[src/rtl/fetch_stage.sv]
// ---------------------------------------------------------------------------
// fetch_stage
//   Instruction-fetch stage. Owns the program counter, presents it to the
//   instruction memory (combinational read), and captures the returned word
//   into the IF/ID pipeline register. Supports stalls, branch/jump redirects
//   (which flush IF/ID with a NOP bubble) and halting at the end of program.
//
// Ports
//   clk          in   1   rising-edge clock
//   rst_n        in   1   asynchronous active-low reset
//   imem_addr    out  32  byte address to instruction memory (= PC register)
//   imem_data    in   32  instruction word, valid in the same cycle
//   stall        in   1   hold PC, state and IF/ID
//   redirect     in   1   taken branch/jump: load redirect_pc, flush IF/ID
//   redirect_pc  in   32  redirect target (forced to word alignment)
//   ifid_instr   out  32  registered instruction
//   ifid_pc      out  32  registered PC of ifid_instr
//   ifid_pc4     out  32  registered ifid_pc + 4
//   ifid_valid   out  1   IF/ID holds a real instruction
//   halted       out  1   fetch has stopped at or beyond END_ADDR
// ---------------------------------------------------------------------------
module fetch_stage #(
    parameter logic [31:0] RESET_PC  = 32'h0000_0000,
    parameter int          NUM_INSTR = 34,
    parameter logic [31:0] NOP_INSTR = 32'h0000_0013
) (
    input  logic        clk,
    input  logic        rst_n,
    output logic [31:0] imem_addr,
    input  logic [31:0] imem_data,
    input  logic        stall,
    input  logic        redirect,
    input  logic [31:0] redirect_pc,
    output logic [31:0] ifid_instr,
    output logic [31:0] ifid_pc,
    output logic [31:0] ifid_pc4,
    output logic        ifid_valid,
    output logic        halted
);

    localparam logic [31:0] END_ADDR   = 32'(NUM_INSTR * 4);
    localparam logic [31:0] ALIGN_MASK = 32'hFFFF_FFFC;

    typedef enum logic [0:0] {
        ST_RUN  = 1'b0,
        ST_HALT = 1'b1
    } state_t;

    // A PC at or beyond END_ADDR has nothing left to fetch.
    function automatic logic past_end(input logic [31:0] addr);
        past_end = (addr >= END_ADDR);
    endfunction

    localparam logic RESET_HALT = (RESET_PC >= END_ADDR);

    logic [31:0] pc_r;
    state_t      state_r;
    logic        halted_r;
    logic [31:0] ifid_instr_r;
    logic [31:0] ifid_pc_r;
    logic [31:0] ifid_pc4_r;
    logic        ifid_valid_r;

    logic [31:0] pc_plus4_s;
    logic [31:0] target_s;

    // Sequential PC increment (wraps modulo 2^32) and aligned redirect target.
    assign pc_plus4_s = pc_r + 32'd4;
    assign target_s   = redirect_pc & ALIGN_MASK;

    // PC, run/halt state and IF/ID register; priority redirect > stall > advance.
    always_ff @(posedge clk or negedge rst_n) begin
        if (!rst_n) begin
            pc_r         <= RESET_PC;
            state_r      <= RESET_HALT ? ST_HALT : ST_RUN;
            halted_r     <= RESET_HALT;
            ifid_instr_r <= NOP_INSTR;
            ifid_pc_r    <= 32'h0000_0000;
            ifid_pc4_r   <= 32'h0000_0000;
            ifid_valid_r <= 1'b0;
        end else if (redirect) begin
            // Flush: bubble into IF/ID, but ifid_pc/ifid_pc4 keep their values.
            pc_r         <= target_s;
            ifid_instr_r <= NOP_INSTR;
            ifid_valid_r <= 1'b0;
            if (past_end(target_s)) begin
                state_r  <= ST_HALT;
                halted_r <= 1'b1;
            end else begin
                state_r  <= ST_RUN;
                halted_r <= 1'b0;
            end
        end else if (stall) begin
            pc_r         <= pc_r;
            ifid_instr_r <= ifid_instr_r;
            ifid_valid_r <= ifid_valid_r;
        end else begin
            case (state_r)
                ST_RUN: begin
                    ifid_instr_r <= imem_data;
                    ifid_pc_r    <= pc_r;
                    ifid_pc4_r   <= pc_plus4_s;
                    ifid_valid_r <= 1'b1;
                    pc_r         <= pc_plus4_s;
                    if (past_end(pc_plus4_s)) begin
                        state_r  <= ST_HALT;
                        halted_r <= 1'b1;
                    end else begin
                        state_r  <= ST_RUN;
                        halted_r <= 1'b0;
                    end
                end
                ST_HALT: begin
                    // Drain: PC parked, bubbles flow into decode.
                    ifid_instr_r <= NOP_INSTR;
                    ifid_valid_r <= 1'b0;
                end
                default: begin
                    state_r      <= ST_HALT;
                    halted_r     <= 1'b1;
                    ifid_instr_r <= NOP_INSTR;
                    ifid_valid_r <= 1'b0;
                end
            endcase
        end
    end

    assign imem_addr  = pc_r;
    assign ifid_instr = ifid_instr_r;
    assign ifid_pc    = ifid_pc_r;
    assign ifid_pc4   = ifid_pc4_r;
    assign ifid_valid = ifid_valid_r;
    assign halted     = halted_r;

endmodule

[config.mk]
export PLATFORM = sky130hd
export DESIGN_NAME = fetch_stage
export DESIGN_NICKNAME = d
export VERILOG_FILES = /design/src/rtl/fetch_stage.sv
export SDC_FILE = /design/constraint.sdc
export NUM_CORES = 1
export LEC_CHECK = 0
export CAP_MARGIN = 20
export CORE_MARGIN = 2
export CORE_UTILIZATION = 47
export DETAILED_ROUTE_END_ITERATION = 12
export HOLD_SLACK_MARGIN = 0.05
export PLACE_DENSITY = 0.82
export SLEW_MARGIN = 20
export SYNTH_ARGS = -nofsm -noshare
export SYNTH_HDL_FRONTEND = slang
export SYNTH_SLANG_ARGS = --single-unit
[constraint.sdc]
create_clock -name clk -period 3.2 [get_ports clk]
set_input_delay 0.64 -clock clk [delete_from_list [all_inputs] [get_ports clk]]
set_output_delay 0.64 -clock clk [all_outputs]
set_load 0.02 [all_outputs]
# After elaboration in Yosys (flattened, before gate mapping)
# Index checks and enable logic that the tools add are counted.
word_totals:
  reg_bits: 131
  elab_cells: 34
classes:
  bitwise_logic: 3
  eq_ne: 2
  n_reduce_logical: 2
  addsub: 1
  n_lt_le_gt_ge: 2
  muxes: 17
ops:
  columns: ["op", "count"]
  rows:
  - ["$mux 32", 5]
  - ["$ge 32x8->1 const B", 2]
  - ["$pmux 32 s2", 1]
  - ["$add 32x3->32 const B", 1]
  - ["$mux 1", 10]
  - ["$not 1->1", 3]
  - ["$reduce_and 3->1", 1]
  - ["$ne 2x1->1 const B", 1]
  - ["$ne 2x2->1 const B", 1]
  - ["$pmux 1 s2", 1]
  - ["$reduce_and 2->1", 1]

# Depth between registers and ports, before layout
logic_depth:
  depth_word: 6
  mapped_depth: 9

# Worst setup path before layout
# Ideal clock, no wire load.
synth_path:
  kind: "register to register"
  from: "register pc_r[2], in the netlist imem_addr[2]"
  to: "register halted_r, in the netlist halted"
  synth_period_minus_slack_ns: 2.638
  required_ns: 3.067
  arrival_time_ns: 2.505
  stages_incl_launch_ff: 9
  path_buffers: 0
  slack_ns: 0.562
  path_cell_list: "dfrtp_1 -> ha_1 -> nand3_2 -> nor4_2 -> mux2_2 -> nor4_1 -> nand4_1 -> nor4_2 -> a21oi_1"
synth_via:
  elab_chain_len: 6
synth_rtl:
  columns: ["element", "line_no", "rtl"]
  rows:
  - ["from (decl)", "56", "logic [31:0] pc_r;"]
  - ["from (signal assigned)", "83", "pc_r <= target_s;"]
  - ["from (signal assigned)", "94", "pc_r <= pc_r;"]
  - ["from (signal assigned)", "104", "pc_r <= pc_plus4_s;"]
  - ["$add 32x3->32", "68", "assign pc_plus4_s = pc_r + 32'd4;"]
  - ["$ge 32x8->1", "51", "past_end = (addr >= END_ADDR);"]
  - ["$mux 1", "105", "if (past_end(pc_plus4_s)) begin"]
  - ["$mux 1", "98", "case (state_r)"]
  - ["$mux 1", "93", "end else if (stall) begin"]
  - ["$mux 1", "81", "end else if (redirect) begin"]
  - ["to (signal assigned)", "91", "halted_r <= 1'b0;"]
  - ["to (signal assigned)", "107", "halted_r <= 1'b1;"]
  - ["to (signal assigned)", "110", "halted_r <= 1'b0;"]
  - ["to (decl)", "58", "logic halted_r;"]
# No other way between the ends. The select of a mux whose other input is x is not followed.
# A chain may end at the register's enable or synchronous reset.

# Worst setup path in the final report
layout_path:
  from: "register pc_r[3], in the netlist imem_addr[3]"
  to: "register halted_r, in the netlist halted"
# Same word-level chain as after synthesis.

==> metrics <==
Fmax=347 MHz; DR pass1 iterations=5; Avg WL per Cell=17.2 microns; Die ar.=0.0139 sq mm; post-place setup slack=0.388 ns; #FFs+latches synth=125; RePlAce Congestion=0.918; final core utilization=69.0%; M1 GR Usage=35.7%; most used routing layer=met2; Int Pwr=3620 uW; Clk Latency, worst-skew pair=0.41 ns; MaxCap Viol Count=0; DP Wirelength=12,800 microns; Die Ht=118 microns; VDD IR max=447 uV; gr ovfl total=0; Clock Skew=0.00481 ns; Clock Tree Buf Depth=2; area share of the largest cell type after synthesis=49.9%; Worst Path Max Fanout=8; Slew headroom=60.3%; CTS tree=yes; run status=complete, no violations; Mapped Area=0.00611 sq mm; Fin. Hold Viols=0; dpl cells=987; final setup vio count=0; HP Class=in2async; Slew @ Worst Pin=0.590 ns; Die W=118 microns; Yosys top cell by area=dfrtp_1; effective utilization at floorplan=48.3%; post-layout min period=2.88 ns; cell area power density=588 mW/mm^2; initial drt markers=418; top post-synthesis cells by area=dfrtp_1 (50%), nand2_1 (11%), o21ai_0 (5.2%); Main synth FF type=dfrtp_1; Core ar.=0.0127 sq mm; Area Overhead vs Synth=43.1%; H-tree level count=4; global-route wire length before repair=28,800 microns; Setup CP Type=reg2reg; NumNets Final=904; vias in the first global route=5,490; Avg Synthesized Cell Area=9.28 sq um; switching share of power=29.7%; RSZ-0062 raised after global routing=false; Hold-fix buffers, CTS=0; # resized after CTS=0; Critical Path Start Type=flop; Avg Vias per Cell=5.42; layout cells sized above 1=8.97%; initial antenna violation count=0; post-CTS setup buffer count=0; row count=41; largest net degree at the start of global routing=70; DRC=0; GR Util met2=39.8%; power share of the sequential group=38.3%; Clock power frac=37.7%; met3 Usage GRT=6.78%; Tcrit/Tclk final=90.0%; Mapped Cells=659; # diodes=0; Worst Path Required=3.49 ns; Fin Hold WS=0.194 ns; Comb power frac=24.0%; Seq/Total Area, Yosys=51.2%; Vias=5,519; Commonest cells post-synth=nand2_1 (172), dfrtp_1 (122), o21ai_0 (64), xnor2_1 (34), nor2_1 (33); root buf cell=clkbuf_16; Post-Route WL=17,500 microns; yosys warns=0; CTS Buf Count=17; Leakage=0.00365 uW; switching pwr=1530 uW; GRT Util Overall=26.1%; final cell count without fillers=1,019; # IOs=198; Post-synth EDFFs=0; post-synthesis cell type count=52; PortBufs=189; final slew viol count=0; Setup WS post-layout=0.321 ns; Sink Count=125; post-route ant nets=0; Crit path arrival time=3.17 ns; post-synthesis async set-or-reset flop share=100%; Setup TNS=0 ns; kind of end point of the critical path=flop; most common cell in the synthesized netlist=nand2_1; clk slew on worst S/H paths=0.06 ns
[sequential cells by signal, indices dropped and copies added (netlist names)]
register	cells
halted	1
ifid_valid	1
ifid_pc	30
imem_addr	30
ifid_instr	32
state_r	1
ifid_pc4	30
[final timing paths]
kind                              start        endpoint  slack, ns  cells after the start
max in group asynchronous         rst_n  ifid_instr[18]       2.24                      2
setup / recovery           imem_addr[3]          halted       0.32                      8
setup reg to reg           imem_addr[3]          halted       0.32                      8
hold reg to reg             ifid_pc[12]     ifid_pc[12]       0.47                      2
min in group clk            ifid_pc[12]     ifid_pc[12]       0.47                      2
hold / removal                    rst_n     ifid_pc[12]       0.19                      1
[power groups by stage]
| stage | logic, uW | clock network (uW) | registers, uW |
|---|---|---|---|
| 2_1_floorplan | 355 | 0 | 2200 |
| 3_3_place_gp | 1210 | 0 | 1990 |
| 3_5_place_dp | 1230 | 0 | 2000 |
| 4_1_cts | 1250 | 1970 | 1970 |
| 5_1_grt | 1330 | 2060 | 2000 |
| 6_report | 1230 | 1940 | 1970 |
[cell usage in the layout, fill, tap and decap left out, types with 3 or more instances in the layout]
cell               n
nor4_2             4
clkinv_2           3
o21bai_1           3
dfstp_2            3
a21oi_1            5
and4_1             3
o22a_1             3
or2_2              3
nand4_1           13
xor2_1            22
clkbuf_16         17
o31ai_1            3
nand3_1           13
conb_1             6
or3_1              6
clkdlybuf4s50_1  187
nand2_1          172
o21ai_1            4
nor4_1             9
o21ai_0           64
and2_1             3
a22o_1            29
dfrtp_1          122
nor3_1             8
buf_4             19
inv_1              5
bufinv_16          3
clkinvlp_4         6
nor2b_1            5
nor2_1            32
xnor2_1           34
[worst max-delay path, cell delays in order, from the launching register on]
cell and delay, ns:
dfrtp_1 0.49, ha_1 0.35, nand3_2 0.25, or2_1 0.38, mux2_1 0.35, o32ai_1 0.38
nand2_1 0.12, nor4_2 0.32, a21oi_1 0.11
[routing by layer]
layer,wire length (microns),up-vias
met4,375,0
met2,8220,239
met1,7760,2668
li1,-,2580
met3,1120,32
met5,0,-
[per-stage QoR]
step,cell area [sq um],total power (uW)
3_3_place_gp,8140,3200
4_1_cts,8750,5190
2_1_floorplan,6130,2560
5_1_grt,8750,5390
6_report,8750,5150
3_5_place_dp,8140,3230
[cell type report]
cell class	count	area, sq um
fillers	987	3920
clock buffers	18	439
clock inverters	14	168
inverters	5	18.8
flip-flops and latches	125	3130
well taps	172	215
repair buffers	209	2060
multi-input cells	476	2720
[kinds of logic after synthesis]
logic type / Yosys count / synth area share, %
and+or+nand+nor: 288 / 22.1
DFF: 125 / 51.2
AOI/OAI and AO/OA: 120 / 12.6
buffers and inverters: 63 / 4.87
xor gates and xnor gates: 56 / 8.02
muxes: 4 / 0.696
adders and majority gates: 2 / 0.409
other: 1 / 0.0613
Power figures use the tool's default switching activity.
